--- src/rtl/motor_pwm.sv ---
// motor_pwm: dual-channel slew-limited sign-magnitude PWM stage
// Ports: clk, resetn (sync, active-low); left_frwd/right_back signed 16-bit targets (A/B);
//        pwm_a/pwm_b, dir_a/dir_b registered drive; tick period-end pulse; at_speed both channels settled.
// Option: MOTOR_PWM_DEADTIME_EN clamps zero-crossing ramps to 0 and holds there for 2 extra ticks.
module motor_pwm #(
  parameter int PERIOD = 512,
  parameter int STEP   = 4
) (
  input  logic        clk,
  input  logic        resetn,
  input  logic [15:0] left_frwd,
  input  logic [15:0] right_back,
  output logic        pwm_a,
  output logic        pwm_b,
  output logic        dir_a,
  output logic        dir_b,
  output logic        tick,
  output logic        at_speed
);
  localparam logic [14:0]        LAST = 15'(PERIOD - 1);
  localparam logic [16:0]        FULL = 17'(PERIOD);
  localparam logic signed [16:0] STP  = 17'(STEP);
  logic [14:0] r_cnt, w_cnt_nxt;
  logic        r_tick, r_at_speed;
  logic [15:0] w_tgt [2];
  logic        w_pwm [2];
  logic        w_dir [2];
  logic        w_done [2];
  assign w_tgt[0]  = left_frwd;
  assign w_tgt[1]  = right_back;
  assign w_cnt_nxt = (r_cnt == LAST) ? '0 : r_cnt + 15'd1;
  // tick is registered from the next count so it lines up with cnt == PERIOD-1
  always_ff @(posedge clk)
    if (!resetn) begin
      r_cnt      <= '0;
      r_tick     <= 1'b0;
      r_at_speed <= 1'b1;
    end else begin
      r_cnt  <= w_cnt_nxt;
      r_tick <= (w_cnt_nxt == LAST);
      if (r_tick) r_at_speed <= w_done[0] && w_done[1];
    end
  for (genvar c = 0; c < 2; c++) begin : g_ch
    logic signed [15:0] r_cur, w_cur_nxt, w_ramp;
    logic signed [16:0] w_diff;
    logic [16:0]        w_mag;
    logic [15:0]        r_duty;
    logic               r_pwm, r_dir, w_dir_nxt, w_busy;
    // 17-bit difference cannot overflow; the ramp result always fits back in 16 bits
    assign w_diff = $signed({w_tgt[c][15], w_tgt[c]}) - $signed({r_cur[15], r_cur});
    assign w_ramp = 16'((w_diff > STP) ? {r_cur[15], r_cur} + STP :
                        (w_diff < -STP) ? {r_cur[15], r_cur} - STP :
                        {w_tgt[c][15], w_tgt[c]});
`ifdef MOTOR_PWM_DEADTIME_EN
    logic [1:0] r_hold;
    logic       w_cross;
    assign w_cross   = (r_cur != '0) && (w_ramp != '0) && (w_ramp[15] != r_cur[15]);
    assign w_cur_nxt = (r_hold != 2'd0 || w_cross) ? '0 : w_ramp;
    assign w_dir_nxt = (r_hold != 2'd0 || w_cross) ? r_dir : w_ramp[15];
    assign w_busy    = (r_hold > 2'd1) || w_cross;
    always_ff @(posedge clk)
      if (!resetn) r_hold <= '0;
      else if (r_tick) r_hold <= (r_hold != 2'd0) ? r_hold - 2'd1 : (w_cross ? 2'd2 : 2'd0);
`else
    assign w_cur_nxt = w_ramp;
    assign w_dir_nxt = w_ramp[15];
    assign w_busy    = 1'b0;
`endif
    // magnitude of -32768 is 32768, so it needs the 17th bit before clamping
    assign w_mag = w_cur_nxt[15] ? 17'd0 - {1'b1, w_cur_nxt} : {1'b0, w_cur_nxt};
    always_ff @(posedge clk)
      if (!resetn) begin
        r_cur  <= '0;
        r_duty <= '0;
        r_dir  <= 1'b0;
        r_pwm  <= 1'b0;
      end else begin
        r_pwm <= ({1'b0, r_cnt} < r_duty);
        if (r_tick) begin
          r_cur  <= w_cur_nxt;
          r_duty <= (w_mag > FULL) ? FULL[15:0] : w_mag[15:0];
          r_dir  <= w_dir_nxt;
        end
      end
    assign w_pwm[c]  = r_pwm;
    assign w_dir[c]  = r_dir;
    assign w_done[c] = (w_cur_nxt == w_tgt[c]) && !w_busy;
  end
  assign pwm_a    = w_pwm[0];
  assign pwm_b    = w_pwm[1];
  assign dir_a    = w_dir[0];
  assign dir_b    = w_dir[1];
  assign tick     = r_tick;
  assign at_speed = r_at_speed;
endmodule
--- config.mk ---
export PLATFORM = sky130hd
export DESIGN_NAME = motor_pwm
export DESIGN_NICKNAME = d
export VERILOG_FILES = /design/src/rtl/motor_pwm.sv
export SDC_FILE = /design/constraint.sdc
export NUM_CORES = 1
export LEC_CHECK = 0
export CAP_MARGIN = 10
export CORE_MARGIN = 2
export CORE_UTILIZATION = 55
export CTS_CLUSTER_SIZE = 12
export DETAILED_ROUTE_END_ITERATION = 6
export GPL_ROUTABILITY_DRIVEN = 0
export PLACE_DENSITY = 0.84
export SKIP_LAST_GASP = 1
export SYNTH_ARGS = -nofsm -noshare
export SYNTH_HDL_FRONTEND = slang
export SYNTH_SLANG_ARGS = --single-unit
--- constraint.sdc ---
create_clock -name clk -period 10.2 [get_ports clk]
set_input_delay 3.06 -clock clk [delete_from_list [all_inputs] [get_ports clk]]
set_output_delay 3.06 -clock clk [all_outputs]
set_load 0.02 [all_outputs]
# Yosys cells after proc, flatten, opt, wreduce, memory -nomap -nowiden
# Index checks and enable logic that the tools add are counted.
# op_classes
n_addsub,9
order_cmp,8
eq_ne,4
mux,9
n_reduce_logical,1
# op_table
operator,n
16-bit 2-to-1 mux,6
"17-bit by 10-bit > comparator with 1-bit output, second input constant",2
"17-bit by 4-bit > comparator with 1-bit output, second input constant",2
"17-bit by 3-bit < comparator with 1-bit output, second input constant",2
17-bit 2-to-1 mux,2
"1-bit by 17-bit subtractor with 17-bit output, first input constant",2
16-bit by 16-bit subtractor with 17-bit output,2
"16-bit by 4-bit adder with 16-bit output, second input constant",2
16-bit equality test,2
15-bit by 16-bit < comparator with 1-bit output,2
"16-bit by 4-bit subtractor with 16-bit output, second input constant",2
"15-bit by 9-bit equality test with 1-bit output, second input constant",2
"15-bit by 1-bit adder with 15-bit output, second input constant",1
15-bit 2-to-1 mux,1
1-bit logical AND,1
# totals
ff_bits,85
in_bits,34
out_inout_bits,6
wordCells,42

# Logic depth before layout (Yosys ltp)
# Gate-level depths: netlist of the first run.
# depth
word_depth,8
mapped_depth,22
mapped_depth_nobuf,19

# Least setup slack after synthesis of the first run
# No wires, ideal clock.
# synth_timing
kind,input -> register
from,in right_back[0]
to,reg g_ch[1].r_duty[4]
setup_ns,0.117
t_arrival_ns,7.431
t_required_ns,10.083
setup_slack_ns,2.652
stages,20
n_path_buf,1
cell_sequence,inv_1 -> ha_1 -> fa_1 -> and2b_1 -> o2111ai_2 -> a211o_1 -> a211oi_2 -> nand4_1 -> or4_1 -> o32ai_4 -> buf_2 -> nor2_1 -> a21oi_1 -> ha_1 -> nand3_1 -> o41ai_2 -> xor2_1 -> a31oi_1 -> a22o_1 -> a32o_1
# synth_via
elab_chain_cells,8
elab_cells_between_ends,9
cone_classes,add/sub: 2; order compare: 3; mux: 4
# synth_rtl
element,line,rtl
from (decl),12,"input logic [15:0] right_back,"
16-bit by 16-bit subtractor with 17-bit output,50,"assign w_diff = $signed({w_tgt[c][15], w_tgt[c]}) - $signed({r_cur[15], r_cur});"
17-bit by 3-bit < comparator with 1-bit output,52,"(w_diff < -STP) ? {r_cur[15], r_cur} - STP :"
16-bit 2-to-1 mux,52,
16-bit 2-to-1 mux (*),51,"assign w_ramp = 16'((w_diff > STP) ? {r_cur[15], r_cur} + STP :"
1-bit by 17-bit subtractor with 17-bit output,70,"assign w_mag = w_cur_nxt[15] ? 17'd0 - {1'b1, w_cur_nxt} : {1'b0, w_cur_nxt};"
17-bit 2-to-1 mux (*),70,
17-bit by 10-bit > comparator with 1-bit output,81,r_duty <= (w_mag > FULL) ? FULL[15:0] : w_mag[15:0];
16-bit 2-to-1 mux (*),81,
to (signal assigned),81,
to (decl),47,logic [15:0] r_duty;
# Every way passes the cells marked *; elsewhere a longest branch is shown, timed or not.
# A chain may end at the register's enable or synchronous reset.

# Worst setup path after layout of the first run
# layout_timing
from,in right_back[0]
to,reg g_ch[1].r_duty[3]
# Same word-level chain as after synthesis.

==> impl_metrics.yaml, run 1 <==
outcome:
  status: "finished, final reports clean"
cells_and_area:
  antenna_cells: 0
  syn_to_final_growth_pct: 7.74
  multiInputGateArea_um2: 7010
  fin_nets: 1353
  register_area_um2: 1660
  final_layout_size_suffix_gt1_frac: 0.0614
  fillers: 1502
global_routing:
  grt_pass1_vias: 8738
  antenna_found_initial: 0
  grt_max_degree: 62
  grt-ovfl-total: 0
  grt_util_all_layers: 0.287
  grt_pass1_wl_um: 42700
critical_path:
  crit_start: "right_back[0]"
  crit_fanout: 15
  critPathCaptureType: "register"
  worstRegToRegCells: 18
  start_kind: "input port"
  cp.required_ns: 10.49
  r2r-start: "g_ch[0].r_cur[9]"
  cp.arrival_ns: 8.74
  crit_type: "in -> reg"
  r2r_slack_ns: 4.54
  endpoint: "g_ch[1].r_duty[3]"
  r2r-end: "g_ch[0].r_duty[3]"
timing:
  setup_viol: 0
  slew_headroom: 0.290
  tightest_slew_ns: 1.06
  fin_tns_setup_ns: 0
  fin_skew_ns: 0.00879
  drv_slew: 0
  finalHoldViolCount: 0
  rsz0062_at_grt: "false"
  fin_crit_ns: 8.45
  period_share: 0.829
  max_freq_ghz: 0.118
  setup_ws_ns: 1.75
cts:
  cts_made_buffers: 9
  clock-root-buffer: "clkbuf_16"
  post_cts_resized: 0
  insertion_delay_ns: 0.34
  postCtsHoldBufs: 0
  cts_max_level: 3
  clk_pin_slew_worst_paths_ns: 0.07
  cts_setup_buffers: 0
  cts_tree: "done"
  clkSinkCount: 83
  clockBufferDepth: 2
synth:
  ys_seq_area_frac: 0.179
  syn-cell-area_um2: 9280
  yosys-top-cells-count: "nor2_1 (131), nand2_1 (92), inv_1 (89)"
  yosys.area.top_type: "dfxtp_1"
  synth_seq_cells: 83
  ys.flop_type: "dfxtp_1"
  syn_inst: 1253
  ys_types: 105
  synth.avg_cell_area_um2: 7.40
  synth-async-reset-ratio: 0
  yosys-top-cells-area: "dfxtp_1 (18%), ha_1 (9.2%), xnor2_1 (7.0%)"
  yosysWarnings: 0
  yosysMostFrequentCell: "nor2_1"
  syn_nets: 1357
  synth_top_area_frac: 0.179
  synth-edff-count: 0
power_and_ir_drop:
  peakVddDrop_v: 0.0000707
  leakagePower_nw: 3.57
  power_density_nw_per_um2: 90.7
floorplanning:
  io_pins: 40
  dieWidth_um: 134
  rows: 47
  initial_core_util: 0.561
  fp.dieH_um: 134
  die-area_um2: 17900
  core_area_um2: 16500
drt:
  vias: 9722
  finalWirelength_um: 26200
  first_iter_violations: 891
  ant_nets: 0
  drc_errors: 0
  via_per_inst: 6.60
  drt-wirelength-per-cell_um: 17.8
  dr.pass1.iters: 5
placed_design:
  port_buffers: 39
  dp_slack_ns: 1.47
  dpl.hpwl_um: 19800
worst_hold_path:
  min_path_type: "reg -> reg"
job:
  max_cap_viol_count: 0
[cells in the final DEF (no fill, tap or decap), types with 13 or more instances in the layout]
| master | count |
|---|---|
| o21ai_0 | 39 |
| nand3_1 | 41 |
| dfxtp_1 | 82 |
| mux2i_1 | 13 |
| xnor2_1 | 74 |
| a21oi_1 | 88 |
| o211ai_1 | 14 |
| nor3_1 | 45 |
| nand4_1 | 25 |
| ha_1 | 68 |
| a211oi_1 | 32 |
| o22ai_1 | 19 |
| nand2_1 | 92 |
| inv_1 | 89 |
| xor2_1 | 24 |
| and3_1 | 17 |
| a21o_1 | 24 |
| nand2b_1 | 18 |
| clkdlybuf4s50_1 | 39 |
| nor4_1 | 24 |
| nor2_1 | 131 |
[routing by layer]
layer  GRT usage  vias to the layer above  wire length, um
met1       0.372                     4551            11200
li1            -                     4639                -
met5           0                        -                0
met2       0.487                      441            12200
met4       0.116                        0              902
met3      0.0340                       91             1890
[metrics by stage]
| stage | hold WS (ns) | cells | cell area [um^2] | utilization | total power [mW] |
|---|---|---|---|---|---|
| after global routing | 0.473 | 1474 | 9990 | 0.605 | 0.942 |
| after global placement | 0.433 | 1458 | 9710 | 0.588 | 0.582 |
| after CTS | 0.450 | 1474 | 9990 | 0.605 | 0.901 |
| final | 0.454 | 1474 | 9990 | 0.605 | 0.907 |
| after floorplan | 0.424 | 1253 | 9280 | - | 0.520 |
| after detailed placement | 0.440 | 1458 | 9710 | 0.588 | 0.586 |
[worst max-delay path, cell delays in order]
cell             delay (ns)
clkdlybuf4s50_1        0.52
inv_1                  0.09
ha_1                   0.23
fa_1                   0.40
and2b_1                0.26
o2111ai_2              0.18
a211oi_1               0.39
nor3_2                 0.11
nor4b_1                0.47
nand4_2                0.28
o32ai_4                0.71
nor2_1                 0.08
a21oi_1                0.33
ha_1                   0.29
nand3_1                0.14
o21ai_0                0.25
xnor2_1                0.12
nor4_1                 0.36
a22o_1                 0.27
a32o_1                 0.18
[area by class of cell]
type	instances	share of cell area
Tap cell	220	0.0275
Timing Repair Buffer	42	0.0413
Inverter	92	0.0346
Clock inverter	7	0.00588
Sequential cell	83	0.166
Multi-Input combinational cell	1021	0.702
Clock buffer	9	0.0225
[state kept, by name, summed over array words and instances (netlist names)]
signal       flops
at_speed         1
r_cnt           15
g_ch.r_cur      32
pwm_b            1
pwm_a            1
g_ch.r_duty     32
tick             1
[power breakdown]
group | switching, mW | internal, mW | leakage (nW)
clock | 0.150 | 0.169 | 0.138
combinational | 0.162 | 0.0981 | 2.76
sequential | 0.00195 | 0.326 | 0.670
[worst min path at each step]
| stage | start | end | slack (ns) | depth (start not counted) |
|---|---|---|---|---|
| 2_1_floorplan | g_ch[0].r_duty[10] | g_ch[0].r_duty[10] | 0.42 | 2 |
| 3_3_place_gp | g_ch[1].r_duty[10] | g_ch[1].r_duty[10] | 0.43 | 2 |
| 3_5_place_dp | g_ch[1].r_duty[10] | g_ch[1].r_duty[10] | 0.44 | 2 |
| 4_1_cts | g_ch[1].r_duty[10] | g_ch[1].r_duty[10] | 0.45 | 2 |
| 5_1_grt | g_ch[0].r_duty[8] | g_ch[0].r_duty[8] | 0.47 | 2 |
| 6_report | g_ch[0].r_duty[13] | g_ch[0].r_duty[13] | 0.45 | 2 |
[kinds of logic after synthesis]
group	count (synthesis)	share of synthesized area
compound gates	364	0.289
xor+xnor	99	0.0943
fa+ha+maj	70	0.0960
buf+inv	149	0.0647
flops	83	0.179
mux	16	0.0177
simple gates	472	0.259
Power figures use the tool's default switching activity.
==> inputs of run 2 (changes only) <==
==> constraint.sdc (replaced) <==
create_clock -name clk -period 8.3 [get_ports clk]
set_input_delay 2.49 -clock clk [delete_from_list [all_inputs] [get_ports clk]]
set_output_delay 2.49 -clock clk [all_outputs]
set_load 0.02 [all_outputs]
==> impl_metrics.yaml, run 2 (synthesis results as in run 1) <==
drt:
  finalWirelength_um: 26700
  first_iter_violations: 1197
  dr.pass1.iters: 7
  drc_errors: 0
  drt-wirelength-per-cell_um: 18.0
  vias: 9780
  via_per_inst: 6.59
  ant_nets: 0
critical_path:
  worstRegToRegCells: 19
  worst_path_most_repeated_cell: "ha_1"
  path_cells: "clkdlybuf4s50_1 -> inv_1 -> ha_1 -> fa_1 -> and2b_1 -> o2111ai_2 -> a211oi_1 -> nor3_2 -> nor4b_1 -> nand4_2 -> o32a_1 -> a21oi_1 -> ha_1 -> nand3_1 -> o21ai_0 -> xnor2_1 -> nor4_1 -> a22o_1 -> a32o_1"
  endpoint: "g_ch[1].r_duty[3]"
  cp.arrival_ns: 7.97
  crit_fanout: 9
  cp_slowest_cell: "o32a_1"
  r2r_slack_ns: 2.86
  critPathCaptureType: "register"
  r2r-end: "g_ch[0].r_duty[2]"
  start_kind: "input port"
  r2r-start: "g_ch[0].r_cur[9]"
  cp.required_ns: 8.59
  crit_start: "right_back[0]"
  critPathMaxStageDelay_ns: 0.55
  crit_type: "in -> reg"
timing:
  slew_headroom: 0.301
  fin_crit_ns: 7.68
  max_freq_ghz: 0.130
  rsz0062_at_grt: "false"
  fin_skew_ns: 0.00526
  tightest_slew_ns: 1.04
  finalHoldViolCount: 0
  drv_slew: 0
  fin_tns_setup_ns: 0
  period_share: 0.925
  setup_viol: 0
global_routing:
  grtUsageMet1: 0.385
  grt-ovfl-total: 0
  use_met2: 0.483
  busiest_layer: "met2"
  grt_pass1_vias: 9001
  grt_pass1_wl_um: 43500
  grt_util_all_layers: 0.292
  antenna_found_initial: 0
  gr-usage-met3: 0.0333
  grt_max_degree: 62
worst_hold_path:
  min_path_type: "reg -> reg"
  holdPathStages: 2
cts:
  post_cts_resized: 0
  postCtsHoldBufs: 0
  clk_pin_slew_worst_paths_ns: 0.07
  clock-root-buffer: "clkbuf_16"
  cts_max_level: 3
  cts_setup_buffers: 0
  clockBufferDepth: 2
  clkSinkCount: 83
  cts_made_buffers: 9
  insertion_delay_ns: 0.35
  cts_tree: "done"
placed_design:
  dp_cells: 1469
  port_buffers: 39
  dpl.hpwl_um: 20200
power_and_ir_drop:
  total_power_mw: 1.15
  power_density_nw_per_um2: 114
  peakVddDrop_v: 0.000103
  leakagePower_nw: 3.63
floorplanning:
  core_area_um2: 16500
  dieWidth_um: 134
  die-area_um2: 17900
  initial_core_util: 0.561
  io_pins: 40
  fp.dieH_um: 134
  rows: 47
cells_and_area:
  layout_commonest_cell: "nor2_1"
  layout_common_cells: "nor2_1 (131), nand2_1 (92), inv_1 (89)"
  reg_top3: "g_ch.r_cur (32), g_ch.r_duty (32), r_cnt (15)"
  fillers: 1444
  antenna_cells: 0
  fin_nets: 1364
  final_cells: 1485
  register_area_um2: 1660
  final_core_util: 0.611
  final_layout_size_suffix_gt1_frac: 0.0696
  syn_to_final_growth_pct: 8.90
  multiInputGateArea_um2: 7010
outcome:
  status: "finished, final reports clean"
job:
  max_cap_viol_count: 0
## run 2: changes by cell type in the layout (fill, tap and decap cells not counted)
| cell | change |
|---|---|
| bufinv_16 | +1 |
| buf_4 | +11 |
| clkinv_2 | -1 |
| inv_6 | -1 |
| clkinv_4 | +1 |
## run 2: power by group
group | internal (mW) | switching, mW
registers | 0.400 | 0.00237
logic | 0.123 | 0.200
clock network | 0.238 | 0.184
total | 0.761 | 0.386
## run 2: critical path: cells and delay by family
| family | cells | cell delay (ns) |
|---|---|---|
| compound gates | 7 | 2.29 |
| xor+xnor | 1 | 0.12 |
| fa+ha+maj | 3 | 0.91 |
| buf+inv | 2 | 0.62 |
| simple gates | 6 | 1.55 |
## run 2: worst min-delay path by stage
stage / start / endpoint
2_1_floorplan: g_ch[0].r_duty[10] / g_ch[0].r_duty[10]
3_3_place_gp: g_ch[0].r_duty[10] / g_ch[0].r_duty[10]
3_5_place_dp: g_ch[0].r_duty[11] / g_ch[0].r_duty[11]
4_1_cts: g_ch[0].r_duty[11] / g_ch[0].r_duty[11]
5_1_grt: g_ch[0].r_duty[11] / g_ch[0].r_duty[11]
6_report: g_ch[0].r_duty[11] / g_ch[0].r_duty[11]
## run 2: per-stage QoR
| stage | worst slack, ns | hold slack, ns | instance area [um^2] |
|---|---|---|---|
| final | 0.620 | 0.445 | 10100 |
| after CTS | 0.709 | 0.449 | 10100 |
| after detailed placement | 0.362 | 0.439 | 9790 |
| after floorplan | 1.32 | 0.424 | 9280 |
| after global routing | 0.182 | 0.464 | 10100 |
| after global placement | 0.536 | 0.433 | 9790 |
## run 2: layout make-up
cell class | instances | share of cell area
Sequential cell | 83 | 0.165
Tap cell | 220 | 0.0272
Clock inverter | 7 | 0.00830
Timing Repair Buffer | 53 | 0.0490
Clock buffer | 9 | 0.0223
Multi-Input combinational cell | 1021 | 0.694
Inverter | 92 | 0.0342
## run 2: per-layer routing
layer  vias to the layer above  wire, um
li1                       4655         -
met1                      4508     11200
met2                       490     12200
met3                       127      2050
met4                         0      1180
met5                         -         0
